`src/rtl/gio_edge_capture_if.sv`:
```
// Core-side port bus for gio_edge_capture: address/value bus, read and write
// strobes, read data, and the interrupt request/acknowledge pair.
// The core drives the master modport; the capture block uses the slave modport.
interface gio_edge_capture_if;
  logic [7:0] address;
  logic [7:0] value_in;
  logic       wen;
  logic       ren;
  logic [7:0] data_out;
  logic       interrupt;
  logic       interrupt_ack;

  modport master (
    output address, value_in, wen, ren, interrupt_ack,
    input  data_out, interrupt
  );

  modport slave (
    input  address, value_in, wen, ren, interrupt_ack,
    output data_out, interrupt
  );
endinterface

```
`src/rtl/gio_edge_capture.sv`:
```
// gio_edge_capture: synchronizes and debounces WIDTH external pins, latches
// sticky edge flags (cleared by reading ADDR_FLAGS), keeps an interrupt mask,
// and raises an interrupt through an interrupt/interrupt_ack handshake.
// Optional macro GIO_EDGE_FALL_EN: when defined, falling edges of the
// debounced level also set flags; otherwise only rising edges do.
module gio_edge_capture #(
  parameter int         WIDTH      = 4,
  parameter logic [7:0] ADDR_LEVEL = 8'h01,
  parameter logic [7:0] ADDR_FLAGS = 8'h03,
  parameter logic [7:0] ADDR_MASK  = 8'h04,
  parameter int         DEB_CYCLES = 4,
  parameter int         CNT_W      = 3
) (
  input  logic             clk,
  input  logic             rst,
  input  logic [WIDTH-1:0] pins_in,
  output logic [WIDTH-1:0] level_out,
  gio_edge_capture_if.slave bus
);

  localparam logic [CNT_W-1:0] DEB_LAST = CNT_W'(DEB_CYCLES - 1);

  typedef enum logic [1:0] {
    S_IDLE       = 2'd0,
    S_ASSERT     = 2'd1,
    S_WAIT_CLEAR = 2'd2
  } state_t;

  logic [WIDTH-1:0] sync1_q, sync2_q;
  logic [WIDTH-1:0] stable_q, stable_d;
  logic [CNT_W-1:0] cnt_q [WIDTH];
  logic [CNT_W-1:0] cnt_d [WIDTH];
  logic [WIDTH-1:0] flags_q, flags_d;
  logic [WIDTH-1:0] mask_q, mask_d;
  logic [WIDTH-1:0] edge_det;
  logic             flags_clr;
  logic             mask_wr;
  logic             pending;
  state_t           state_q, state_d;

  // Upper value_in bits are not stored when WIDTH < 8.
  logic unused_value_bits;
  assign unused_value_bits = ^bus.value_in;

  // Two-flop synchronizer per pin; sync2_q is the synchronized level.
  always_ff @(posedge clk or negedge rst) begin
    if (!rst) begin
      sync1_q <= '0;
      sync2_q <= '0;
    end else begin
      sync1_q <= pins_in;
      sync2_q <= sync1_q;
    end
  end

  // Debounce: accept a new level after DEB_CYCLES consecutive differing clocks.
  always_comb begin
    stable_d = stable_q;
    for (int i = 0; i < WIDTH; i++) begin
      cnt_d[i] = '0;
      if (sync2_q[i] != stable_q[i]) begin
        if (cnt_q[i] == DEB_LAST) begin
          stable_d[i] = sync2_q[i];
        end else begin
          cnt_d[i] = cnt_q[i] + 1'b1;
        end
      end
    end
  end

  // Edge detection on the debounced level, evaluated on the clock it changes.
  always_comb begin
`ifdef GIO_EDGE_FALL_EN
    edge_det = stable_d ^ stable_q;
`else
    edge_det = stable_d & ~stable_q;
`endif
  end

  // Bus-side decode: flag clear on read, mask update on write; a new edge wins over clear.
  always_comb begin
    flags_clr = bus.ren && (bus.address == ADDR_FLAGS);
    mask_wr   = bus.wen && (bus.address == ADDR_MASK);
    flags_d   = (flags_clr ? '0 : flags_q) | edge_det;
    mask_d    = mask_wr ? bus.value_in[WIDTH-1:0] : mask_q;
    pending   = |(flags_q & mask_q);
  end

  // Debounce, flag and mask state registers.
  always_ff @(posedge clk or negedge rst) begin
    if (!rst) begin
      stable_q <= '0;
      flags_q  <= '0;
      mask_q   <= '0;
      for (int i = 0; i < WIDTH; i++) begin
        cnt_q[i] <= '0;
      end
    end else begin
      stable_q <= stable_d;
      flags_q  <= flags_d;
      mask_q   <= mask_d;
      for (int i = 0; i < WIDTH; i++) begin
        cnt_q[i] <= cnt_d[i];
      end
    end
  end

  // Interrupt FSM state register.
  always_ff @(posedge clk or negedge rst) begin
    if (!rst) begin
      state_q <= S_IDLE;
    end else begin
      state_q <= state_d;
    end
  end

  // Interrupt FSM next state; WAIT_CLEAR blocks re-triggering on an unserviced flag.
  always_comb begin
    state_d = state_q;
    case (state_q)
      S_IDLE:       if (pending)           state_d = S_ASSERT;
      S_ASSERT:     if (bus.interrupt_ack) state_d = S_WAIT_CLEAR;
      S_WAIT_CLEAR: if (!pending)          state_d = S_IDLE;
      default:                             state_d = S_IDLE;
    endcase
  end

  // Outputs: interrupt decoded from the state register, level and read mux.
  always_comb begin
    bus.interrupt = (state_q == S_ASSERT);
    level_out     = stable_q;
    bus.data_out  = '0;
    if (bus.address == ADDR_LEVEL) begin
      bus.data_out[WIDTH-1:0] = stable_q;
    end else if (bus.address == ADDR_FLAGS) begin
      bus.data_out[WIDTH-1:0] = flags_q;
    end else if (bus.address == ADDR_MASK) begin
      bus.data_out[WIDTH-1:0] = mask_q;
    end
  end

endmodule

```
`src/flat_wrapper.sv`:
```
// flat-port wrapper written by rule: the top's interface ports become plain ports
module gio_edge_capture_flat 
#(
  parameter int         WIDTH      = 4,
  parameter logic [7:0] ADDR_LEVEL = 8'h01,
  parameter logic [7:0] ADDR_FLAGS = 8'h03,
  parameter logic [7:0] ADDR_MASK  = 8'h04,
  parameter int         DEB_CYCLES = 4,
  parameter int         CNT_W      = 3
)
  (clk, rst, pins_in, level_out, bus_address, bus_value_in, bus_wen, bus_ren, bus_interrupt_ack, bus_data_out, bus_interrupt);
  gio_edge_capture_if bus_i ();
  input  logic clk;
  input  logic rst;
  input  logic [WIDTH-1:0] pins_in;
  output logic [WIDTH-1:0] level_out;
  input wire logic [$bits(bus_i.address)-1:0] bus_address;
  input wire logic [$bits(bus_i.value_in)-1:0] bus_value_in;
  input wire logic [$bits(bus_i.wen)-1:0] bus_wen;
  input wire logic [$bits(bus_i.ren)-1:0] bus_ren;
  input wire logic [$bits(bus_i.interrupt_ack)-1:0] bus_interrupt_ack;
  output wire logic [$bits(bus_i.data_out)-1:0] bus_data_out;
  output wire logic [$bits(bus_i.interrupt)-1:0] bus_interrupt;
  assign bus_i.address = bus_address;
  assign bus_i.value_in = bus_value_in;
  assign bus_i.wen = bus_wen;
  assign bus_i.ren = bus_ren;
  assign bus_i.interrupt_ack = bus_interrupt_ack;
  assign bus_data_out = bus_i.data_out;
  assign bus_interrupt = bus_i.interrupt;
  gio_edge_capture #(.WIDTH(WIDTH), .ADDR_LEVEL(ADDR_LEVEL), .ADDR_FLAGS(ADDR_FLAGS), .ADDR_MASK(ADDR_MASK), .DEB_CYCLES(DEB_CYCLES), .CNT_W(CNT_W)) u_core (.clk(clk), .rst(rst), .pins_in(pins_in), .level_out(level_out), .bus(bus_i));
endmodule
```
`config.mk`:
```
export PLATFORM = sky130hd
export DESIGN_NAME = gio_edge_capture_flat
export DESIGN_NICKNAME = d
export VERILOG_FILES = /design/src/rtl/gio_edge_capture_if.sv /design/src/rtl/gio_edge_capture.sv /design/src/flat_wrapper.sv
export SDC_FILE = /design/constraint.sdc
export NUM_CORES = 1
export LEC_CHECK = 0
export CAP_MARGIN = 5
export CORE_MARGIN = 4
export CORE_UTILIZATION = 47
export DETAILED_ROUTE_END_ITERATION = 16
export PLACE_DENSITY = 0.79
export SLEW_MARGIN = 5
export SYNTH_ARGS = -nofsm -noshare
export SYNTH_HDL_FRONTEND = slang
export SYNTH_SLANG_ARGS = --single-unit
```
`constraint.sdc`:
```
create_clock -name clk -period 2.7 [get_ports clk]
set_clock_uncertainty 0.05 [all_clocks]
set_input_delay 0.405 -clock clk [delete_from_list [all_inputs] [get_ports clk]]
set_output_delay 0.405 -clock clk [all_outputs]
set_load 0.01 [all_outputs]
```
Word-level counts from Yosys, hierarchy flattened
Cells that the tools add are included.
{"block": "classes", "add_sub_neg": 4, "bitwise": 4, "eq_ne": 16, "n_mux": 24, "n_reduce_logical": 5}
{"operator": "3-bit two-way mux", "count": 8}
{"operator": "4-bit two-way mux", "count": 4}
{"operator": "3-bit by 1-bit adder with 3-bit output (second input constant)", "count": 4}
{"operator": "3-bit by 2-bit == test with 1-bit output (second input constant)", "count": 4}
{"operator": "4-bit AND", "count": 2}
{"operator": "8-bit by 1-bit == test with 1-bit output (second input constant)", "count": 1}
{"operator": "8-bit by 2-bit == test with 1-bit output (second input constant)", "count": 1}
{"operator": "8-bit by 3-bit == test with 1-bit output (second input constant)", "count": 1}
{"operator": "1-bit two-way mux", "count": 8}
{"operator": "2-bit two-way mux", "count": 3}
{"operator": "2-bit case mux with 3 select lines", "count": 1}
{"operator": "1-bit inequality test", "count": 4}
{"operator": "2-bit inequality test (second input constant)", "count": 2}
{"operator": "4-bit inverter", "count": 1}
{"operator": "4-bit bitwise OR", "count": 1}
{"operator": "4-bit OR reduction", "count": 1}
{"operator": "3-bit AND reduction", "count": 1}
{"operator": "2-bit by 1-bit == test with 1-bit output (second input constant)", "count": 1}
{"operator": "2-bit == test (second input constant)", "count": 1}
{"operator": "1-bit logical AND", "count": 2}
{"operator": "2-bit zero test", "count": 1}
{"operator": "2-bit by 1-bit inequality test with 1-bit output (second input constant)", "count": 1}
{"block": "word_totals", "out_inout_bits": 13, "word_cells": 63, "input_bits": 25, "register_bits": 34}

Logic depth before layout (Yosys ltp)
Gate-level depths: netlist of run 1.
{"block": "depth", "depth_word": 5, "ltp_mapped": 5, "ltp_nobuf": 4}

Least setup slack after synthesis of run 1
OpenSTA, ideal clock, no wires.
{"block": "synth_timing", "path_type": "input -> output", "start": "in bus_address[2]", "end": "out bus_data_out[0]", "required_time_ns": 2.245, "path_stages": 4, "path_slack_ns": 0.487, "t_arrival_ns": 1.758, "n_path_buf": 1, "cell_sequence": "or4b_1 > clkbuf_1 > nor4_1 > a221o_1"}
{"block": "synth_via", "elab_chain_len": 4, "word_cells_on_any_way": 6, "classes_between": "3 x eq/ne; 3 x mux"}
{"item": "start: declaration", "line_no": "flat_wrapper.sv:17", "source": "input wire logic [$bits(bus_i.address)-1:0] bus_address;"}
{"item": "8-bit by 3-bit == test with 1-bit output", "line_no": "gio_edge_capture.sv:137", "source": "end else if (bus.address == ADDR_MASK) begin"}
{"item": "4-bit two-way mux", "line_no": "gio_edge_capture.sv:137"}
{"item": "4-bit two-way mux", "line_no": "gio_edge_capture.sv:135", "source": "end else if (bus.address == ADDR_FLAGS) begin"}
{"item": "4-bit two-way mux (*)", "line_no": "gio_edge_capture.sv:133", "source": "if (bus.address == ADDR_LEVEL) begin"}
{"item": "end: declaration", "line_no": "flat_wrapper.sv:22", "source": "output wire logic [$bits(bus_i.data_out)-1:0] bus_data_out;"}
Every way passes the cells marked *; elsewhere a longest branch is shown, timed or not.

Final worst setup path of run 1
{"block": "layout_timing", "start": "in bus_address[2]", "end": "out bus_data_out[3]"}
Same word-level chain as after synthesis.

==> metrics, run 1 <==
status complete, no violations; post-route insts no fill 185; Yosys cell types 24; Residual DRC 0; Post-Syn Area per Cell 12.6 um^2; startpoint type of the worst setup path primary input; final instance area 1860 um^2; # hold bufs at CTS 0; area post-placement 1780 um^2; RSZ-0062 raised after global routing false; Pins Over Slew Limit 0; final-report hold violation count 0; die height ~63 um; worst reg-to-reg path cell count 3; share of cells above drive strength 1 0.175; sequential share of the synthesized area 0.592; Setup crit end kind output port; synth warn 0; Starting Density 0.508; Fmax 383 MHz; post-CTS setup buffer count 0; critical path, cell by cell clkdlybuf4s50_1 -> or4b_4 -> nor4_4 -> buf_4 -> a221o_1 -> clkbuf_2; Clock transition at path regs 0.09 ns; clock sinks 34; WS Path Type primary input to output port; vias per cell 5.34; Die ar. 4000 um^2; HP Class flop to flop; mapped cell area 1440 um^2; pwr/cell area just under 800 nW/um^2; IO Port Bufs 29; Syn Inst Count 114; first-pass GRT wire length 4700 um; Worst EP required 2.25 ns; Setup TNS 0 ns; FF+latch count, synth 34; cell depth of the worst hold path 0; area delta synth->final 29.2%; TritonCTS clock tree done; initial DRC count 31; Placed Cells ~180; Routed Antenna Nets 0; Fin Hold WS between 0.3 and 0.4 ns; clk_lat worst skew 0.33 ns; Clock Path Buffers 2; Max VDD drop 0.496 mV; slowest CP cell or4b_4; CTS buffer count 5; # IOs 38; drt first pass iters 4; H-tree depth 2; Rows 19; final core area utilization 0.656; vias in the first global route 1043; maxcap violations 0; largest net degree at the start of global routing 35; crit-path max FO 4; Placer Congestion 0.846; Vias 987; antenna violations before repair 0; routed length per instance between 10 and 15 um; Die X 63.3 um; CTS root buf clkbuf_4; antenna fix cells 0; gr ovfl total 0; WP data arrival 2.16 ns; core area about 2800 um^2; largest incremental delay on the critical path 0.58 ns; gr usage total 0.151; final worst-path cycle share 0.968; Final HPWL DP 2030 um; NumNets Final 182; min cycle time layout 2.61 ns; # setup viols final 0; Leakage 0.844 nW; final wirelength roughly 2700 um; FF-to-FF setup slack 1.47 ns
worst max-delay path: cells and delay by family:
family	cells	cell delay (ns)
buf+inv	3	0.71
simple gates	2	0.87
compound gates	1	0.15
metal layers:
layer  routed length (um)  GRT usage  vias up
met3                   93     0.0444        5
met5                    0          0        -
li1                     -          -      477
met2                 1440      0.252       22
met1                 1090      0.179      483
met4                   40     0.0701        0
flip-flops by register name (all words and copies together) (netlist names):
signal,flops
u_core.sync2_q,4
u_core.state_q,2
u_core.level_out,4
u_core.mask_q,4
u_core.flags_q,4
u_core.sync1_q,4
u_core.cnt_q,12
report_power, final:
| group | total, W | internal, W | switching, W | leakage [nW] |
|---|---|---|---|---|
| Combinational | 0.000371 | 0.000207 | 0.000164 | 0.371 |
| Clock | 0.000358 | 0.000192 | 0.000167 | 0.0450 |
| Sequential | 0.000721 | 0.000632 | 0.0000891 | 0.428 |
layout by cell type (no fill, tap or decap), drive strengths merged:
master	Yosys	final
bufinv	0	1
nand2b	3	3
clkdlybuf4s50	0	25
a221o	4	4
a22o	2	2
nor4	1	1
inv	5	5
dfrtp	34	34
or4	3	3
nor3b	8	8
xnor2	4	4
o21ai	6	6
mux2	4	4
a32o	4	4
clkinv	0	2
nor3	10	10
nor2b	7	7
nand2	5	5
or2	1	1
or4b	1	1
conb	1	4
clkbuf	1	9
buf	6	7
ha	4	4
Yosys cell counts:
cell | n | area (um^2)
a22o_1 | 2 | 17.5
ha_1 | 4 | 50.1
mux2_4 | 4 | 60.1
nand2_1 | 5 | 18.8
buf_4 | 4 | 30.0
a32o_1 | 4 | 40.0
clkbuf_1 | 1 | 3.75
inv_1 | 5 | 18.8
nor3_1 | 10 | 50.1
nor4_1 | 1 | 6.26
nor2b_1 | 7 | 43.8
nor3b_1 | 8 | 60.1
nand2b_1 | 3 | 18.8
conb_1 | 1 | 3.75
buf_6 | 1 | 11.3
dfrtp_1 | 34 | 851
xnor2_1 | 4 | 35.0
or4_4 | 1 | 11.3
a221o_1 | 4 | 40.0
o21ai_0 | 6 | 30.0
or4b_1 | 1 | 10.0
buf_2 | 1 | 5.00
or2_2 | 1 | 6.26
or4_1 | 2 | 15.0
per-stage QoR:
stage	power [W]	setup slack (ns)
4_1_cts	0.00147	0.00950
6_report	0.00145	0.0871
5_1_grt	0.00156	0.0193
3_3_place_gp	0.00107	-0.280
3_5_place_dp	0.00110	-0.286
2_1_floorplan	0.000933	0.487
kinds of logic (layout without fill, tap and decap cells):
family          after synthesis  in the layout  share of synthesized area
other cells                   1              4                    0.00261
flops                        34             34                      0.592
fa+ha+maj                     4              4                     0.0348
compound gates               16             16                     0.0889
mux                           4              4                     0.0418
buf+inv                      12             49                     0.0479
xor+xnor                      4              4                     0.0244
simple gates                 39             39                      0.167
what timing repair did:
action | CTS | global route
setup endpoints to repair | 4 | 4
pin swaps | 1 | 0
resized for setup | 10 | 5
endpoints found under the hold margin | 0 | 0
worst paths after layout:
| path | from | to |
|---|---|---|
| worst min register to register | u_core.sync1_q[0] | u_core.sync2_q[0] |
| min in group asynchronous | rst | u_core.sync2_q[3] |
| max in group asynchronous | rst | u_core.cnt_q[0] |
| worst max register to register | u_core.cnt_q[0] | u_core.flags_q[3] |
| worst max-delay path | bus_address[2] | bus_data_out[3] |
| worst min-delay path | u_core.sync1_q[0] | u_core.sync2_q[0] |
final cells by class:
class | instances | area [um^2]
Clock buffer | 5 | 37.5
Fill cell | 206 | 973
Multi-Input combinational cell | 71 | 547
Clock inverter | 3 | 40.0
Inverter | 5 | 18.8
Timing Repair Buffer | 36 | 323
Sequential cell | 34 | 851
Tap cell | 31 | 38.8
No activity file was read; power rests on OpenSTA's default activity.
==> run 2, diff against run 1 <==
--- a/config.mk
+++ b/config.mk
@@ -9,8 +9,10 @@
 export CORE_MARGIN = 4
 export CORE_UTILIZATION = 47
 export DETAILED_ROUTE_END_ITERATION = 16
-export PLACE_DENSITY = 0.79
+export PLACE_DENSITY = 0.9
+export SKIP_CTS_REPAIR_TIMING = 1
 export SLEW_MARGIN = 5
 export SYNTH_ARGS = -nofsm -noshare
 export SYNTH_HDL_FRONTEND = slang
 export SYNTH_SLANG_ARGS = --single-unit
+export TNS_END_PERCENT = 10
==> metrics, run 2 (synthesis gave the netlist of run 1 again) <==
Final HPWL DP 2150 um (+5.9%); met1 usage 0.142 (-0.0370); Fillers 196 (-4.9%); Routed Antenna Nets 0 (unchanged); CTS buffer count 5 (unchanged); gr busiest metal met2; share of cells above drive strength 1 0.156 (-0.0195); die height 63.3 um (unchanged); drt first pass iters 4 (unchanged); Fmax 393 MHz (+2.6%); PnR Total Power 0.00140 W (-3.4%); Max VDD drop 0.545 mV (+9.9%); # IOs 38 (unchanged); WS Path Type primary input to output port; cell depth of the worst hold path 0 (unchanged); worst reg-to-reg path cell count 3 (unchanged); Residual DRC 0 (unchanged); register with the most flip-flops u_core.cnt_q; first-pass GRT wire length 4710 um (+0.15%); final core area utilization 0.661 (+0.00487); TritonCTS clock tree done; worst path bufs/invs 3 (unchanged); vias per cell 5.59 (+4.8%); HP Class flop to flop; WP data arrival 2.09 ns (-0.07 ns); Leakage 0.902 nW (+6.8%); RSZ-0062 raised after global routing false; Clock transition at path regs 0.09 ns (about the same); pwr/cell area 749 nW/um^2 (-4.1%); Worst EP required 2.25 ns (about the same); gr usage total 0.156 (+0.00456); final-report hold violation count 0 (unchanged); clock sinks 34 (unchanged); final worst-path cycle share 0.943 (-0.0248); area of the multi-input gates 548 um^2 (+0.23%); family with the most delay on the worst path simple AND/OR/NAND/NOR gates; Placer Congestion 0.844 (-0.34%); critical path, cell by cell clkdlybuf4s50_1 -> or4b_4 -> nor4_2 -> buf_4 -> a221o_1 -> dlymetal6s2s_1; Setup crit end kind output port; CTS root buf clkbuf_4; Die ar. 4000 um^2 (unchanged); M3 GR Usage 0.0462 (+0.00178); routed length per instance 15.8 um (+10%); largest incremental delay on the critical path 0.56 ns (-0.02 ns); antenna fix cells 0 (unchanged); core area 2830 um^2 (unchanged); slowest CP cell or4b_4; startpoint type of the worst setup path primary input; # setup viols final 0 (unchanged); commonest non-fill, non-tap cells in the layout dfrtp_1, clkdlybuf4s50_1, nor3_1, nor3b_1; Rows 19 (unchanged); clk_lat worst skew 0.33 ns (about the same); area delta synth->final 30.1%; min cycle time layout 2.55 ns (-0.0669 ns); final wirelength 2930 um (+10%); H-tree depth 2 (unchanged); commonest non-fill, non-tap cell in the layout dfrtp_1; Starting Density 0.508 (unchanged); crit-path max FO 4 (unchanged); antenna violations before repair 0 (unchanged); Clock Path Buffers 2 (unchanged); maxcap violations 0 (unchanged); Global Route met2 Usage 0.289 (+0.0369); critical path depth in cells 6 (unchanged); Seq. cell area 851 um^2 (unchanged); Pins Over Slew Limit 0 (unchanged); status complete, no violations; Die X 63.3 um (unchanged); gr ovfl total 0 (unchanged); largest net degree at the start of global routing 35 (unchanged); initial DRC count 35 (+13%); NumNets Final 182 (unchanged); vias in the first global route 1133 (+8.6%); Vias 1034 (+4.8%); max reg flops 12 (unchanged); IO Port Bufs 29 (unchanged)
[run 2: per-stage QoR]
| step | setup TNS, ns | cell area (um^2) | instances | worst slack [ns] | hold slack, ns |
|---|---|---|---|---|---|
| after floorplan | 0 | 1450 | 117 | 0.487 | 0.0594 |
| after global placement | -1.08 | 1780 | 177 | -0.271 | 0.284 |
| after detailed placement | -1.06 | 1780 | 177 | -0.275 | 0.286 |
| after CTS | -1.10 | 1840 | 185 | -0.285 | 0.308 |
| after global routing | 0 | 1870 | 185 | 0.0921 | 0.327 |
| final | 0 | 1870 | 185 | 0.154 | 0.307 |
[run 2: layer usage]
layer,part of all wire,vias up
met5,0,-
met4,0.025,0
met3,0.064,8
met2,0.54,42
met1,0.37,506
li1,-,478
[run 2: worst reg2reg max path, delay by kind of cell, from the launching register on]
family / cells / cell delay (ns)
flip-flops: 1 / 0.41
adder cells (fa/ha/maj): 1 / 0.23
AND/OR/NAND/NOR: 1 / 0.18
AO/OA/AOI/OAI: 1 / 0.27
[run 2: final timing paths]
check / start / endpoint / slack [ns]
min in group asynchronous: rst / u_core.level_out[3] / 0.40
setup reg to reg: u_core.cnt_q[3] / u_core.flags_q[2] / 1.46
hold reg to reg: u_core.sync1_q[1] / u_core.sync2_q[1] / 0.31
max in group asynchronous: rst / u_core.cnt_q[3] / 1.90
hold / removal: u_core.sync1_q[1] / u_core.sync2_q[1] / 0.31
setup / recovery: bus_address[2] / bus_data_out[2] / 0.15
[run 2: area by class of cell]
type | count | area share
well taps | 31 | 0.0207
multi-input cells | 71 | 0.293
clock buffers | 7 | 0.0295
flip-flops and latches | 34 | 0.455
repair buffers | 36 | 0.189
clock inverters | 1 | 0.00268
inverters | 5 | 0.0100
[run 2: power by group]
| part | switching (W) | internal, W |
|---|---|---|
| clock | 0.000163 | 0.000126 |
| combinational | 0.000178 | 0.000210 |
| sequential | 0.0000925 | 0.000632 |
==> run 3, diff against run 2 <==
--- a/config.mk
+++ b/config.mk
@@ -6,10 +6,10 @@
 export NUM_CORES = 1
 export LEC_CHECK = 0
 export CAP_MARGIN = 5
-export CORE_MARGIN = 4
 export CORE_UTILIZATION = 47
+export CTS_CLUSTER_SIZE = 28
 export DETAILED_ROUTE_END_ITERATION = 16
-export PLACE_DENSITY = 0.9
+export PLACE_DENSITY = 0.88
 export SKIP_CTS_REPAIR_TIMING = 1
 export SLEW_MARGIN = 5
 export SYNTH_ARGS = -nofsm -noshare
==> metrics, run 3 (synthesis gave the netlist of run 1 again) <==
Clock Path Buffers 2 (unchanged); CTS root buf clkbuf_4; register with the most flip-flops u_core.cnt_q; pwr/cell area 743 nW/um^2 (-0.87%); Final HPWL DP 1960 um (-8.7%); largest net degree at the start of global routing 35 (unchanged); final wirelength 2620 um (-10%); Starting Density 0.508 (unchanged); clock sinks 34 (unchanged); Pins Over Slew Limit 0 (unchanged); Seq. cell area 851 um^2 (unchanged); max reg flops 12 (unchanged); final-report hold violation count 0 (unchanged); Worst Setup SP bus_address[2]; # IOs 38 (unchanged); gr ovfl total 0 (unchanged); critical path, cell by cell clkdlybuf4s50_1 -> or4b_4 -> nor4_2 -> buf_4 -> a221o_1 -> dlymetal6s2s_1; vias in the first global route 1025 (-9.5%); Clock transition at path regs 0.10 ns (about the same); routed length per instance 14.2 um (-10%); largest incremental delay on the critical path 0.56 ns (about the same); Placer Congestion 0.812 (-3.8%); maxcap violations 0 (unchanged); min cycle time layout 2.61 ns (+0.0615 ns); CTS buffer count 5 (unchanged); final instance area 1860 um^2 (-0.54%); IO Port Bufs 29 (unchanged); WP data arrival 2.15 ns (+0.06 ns); worst r2r src u_core.cnt_q[9]; share of cells above drive strength 1 0.143 (-0.0130); HP Class flop to flop; TritonCTS clock tree done; commonest non-fill, non-tap cells in the layout dfrtp_1, clkdlybuf4s50_1, nor3_1, nor3b_1; Fmax 384 MHz (-2.4%); commonest non-fill, non-tap cell in the layout dfrtp_1; Die X 57.3 um (-9.5%); Max VDD drop 0.563 mV (+3.3%); antenna violations before repair 0 (unchanged); slowest CP cell or4b_4; Residual DRC 1 (+1); final worst-path cycle share 0.966 (+0.0228); Setup crit end kind output port; Leakage 0.901 nW (about the same); post-route insts no fill 185 (unchanged); Vias 996 (-3.7%); die height 57.3 um (-9.5%); RSZ-0062 raised after global routing false; area of the multi-input gates 538 um^2 (-1.8%); gr usage total 0.185 (+0.0295); Worst EP required 2.25 ns (about the same); Fillers 192 (-2.0%); area post-placement 1780 um^2 (unchanged); Die ar. 3280 um^2 (-18%); startpoint type of the worst setup path primary input; NumNets Final 182 (unchanged); Rows 19 (unchanged); worst path bufs/invs 3 (unchanged); Routed Antenna Nets 0 (unchanged); clk_lat worst skew 0.33 ns (about the same); vias per cell 5.38 (-3.7%); crit-path max FO 4 (unchanged); family with the most delay on the worst path simple AND/OR/NAND/NOR gates; failing checks DRC; antenna fix cells 0 (unchanged); drt first pass iters 11 (+7); # setup viols final 0 (unchanged); core area 2830 um^2 (unchanged); first-pass GRT wire length 4530 um (-3.7%); HP Start u_core.sync1_q[3]; area delta synth->final 29.4%; Placed Cells 177 (unchanged); H-tree depth 2 (unchanged); WS Path Type primary input to output port; PnR Total Power 0.00138 W (-1.4%); initial DRC count 17 (-51%); status complete, but fails checks
-- run 3: changes by cell type in the layout (fill, tap and decap cells not counted) --
cell	change
nor3_2	-2
nor3_1	+2
-- run 3: metal layers --
metal	GRT usage	share of wire	routed length, um	vias to the layer above
met3	0.0635	0.047	123	3
met2	0.334	0.53	1400	23
met5	0	0	0	-
met4	0.0523	0.010	27	0
li1	-	-	-	480
met1	0.207	0.41	1080	490
-- run 3: power by group --
group | switching [W] | total [W] | internal [W]
registers | 0.0000890 | 0.000721 | 0.000632
logic | 0.000164 | 0.000372 | 0.000208
clock network | 0.000163 | 0.000289 | 0.000126
total | 0.000416 | 0.00138 | 0.000966
-- run 3: final timing paths --
| check | slack [ns] | cells after the start | end |
|---|---|---|---|
| worst min register to register | 0.30 | 0 | u_core.sync2_q[3] |
| min in group asynchronous | 0.41 | 2 | u_core.cnt_q[4] |
| worst max-delay path | 0.09 | 6 | bus_data_out[2] |
| worst min-delay path | 0.30 | 0 | u_core.sync2_q[3] |
| max in group asynchronous | 1.90 | 2 | u_core.level_out[2] |
| worst max register to register | 1.47 | 3 | u_core.flags_q[0] |
-- run 3: per-stage QoR --
step / worst slack [ns] / util / hold slack, ns / TNS (ns)
final: 0.0925 / 0.657 / 0.305 / 0
after global routing: 0.00943 / 0.657 / 0.315 / 0
after CTS: -0.264 / 0.650 / 0.309 / -1.03
after detailed placement: -0.262 / 0.629 / 0.286 / -1.02
after global placement: -0.268 / 0.629 / 0.283 / -1.06
after floorplan: 0.487 / - / 0.0594 / 0
-- run 3: cell type report --
cell class,instances,area share
Multi-Input combinational cell,71,0.289
Inverter,5,0.0101
Timing Repair Buffer,36,0.190
Clock inverter,1,0.00269
Sequential cell,34,0.458
Tap cell,31,0.0209
Clock buffer,7,0.0296
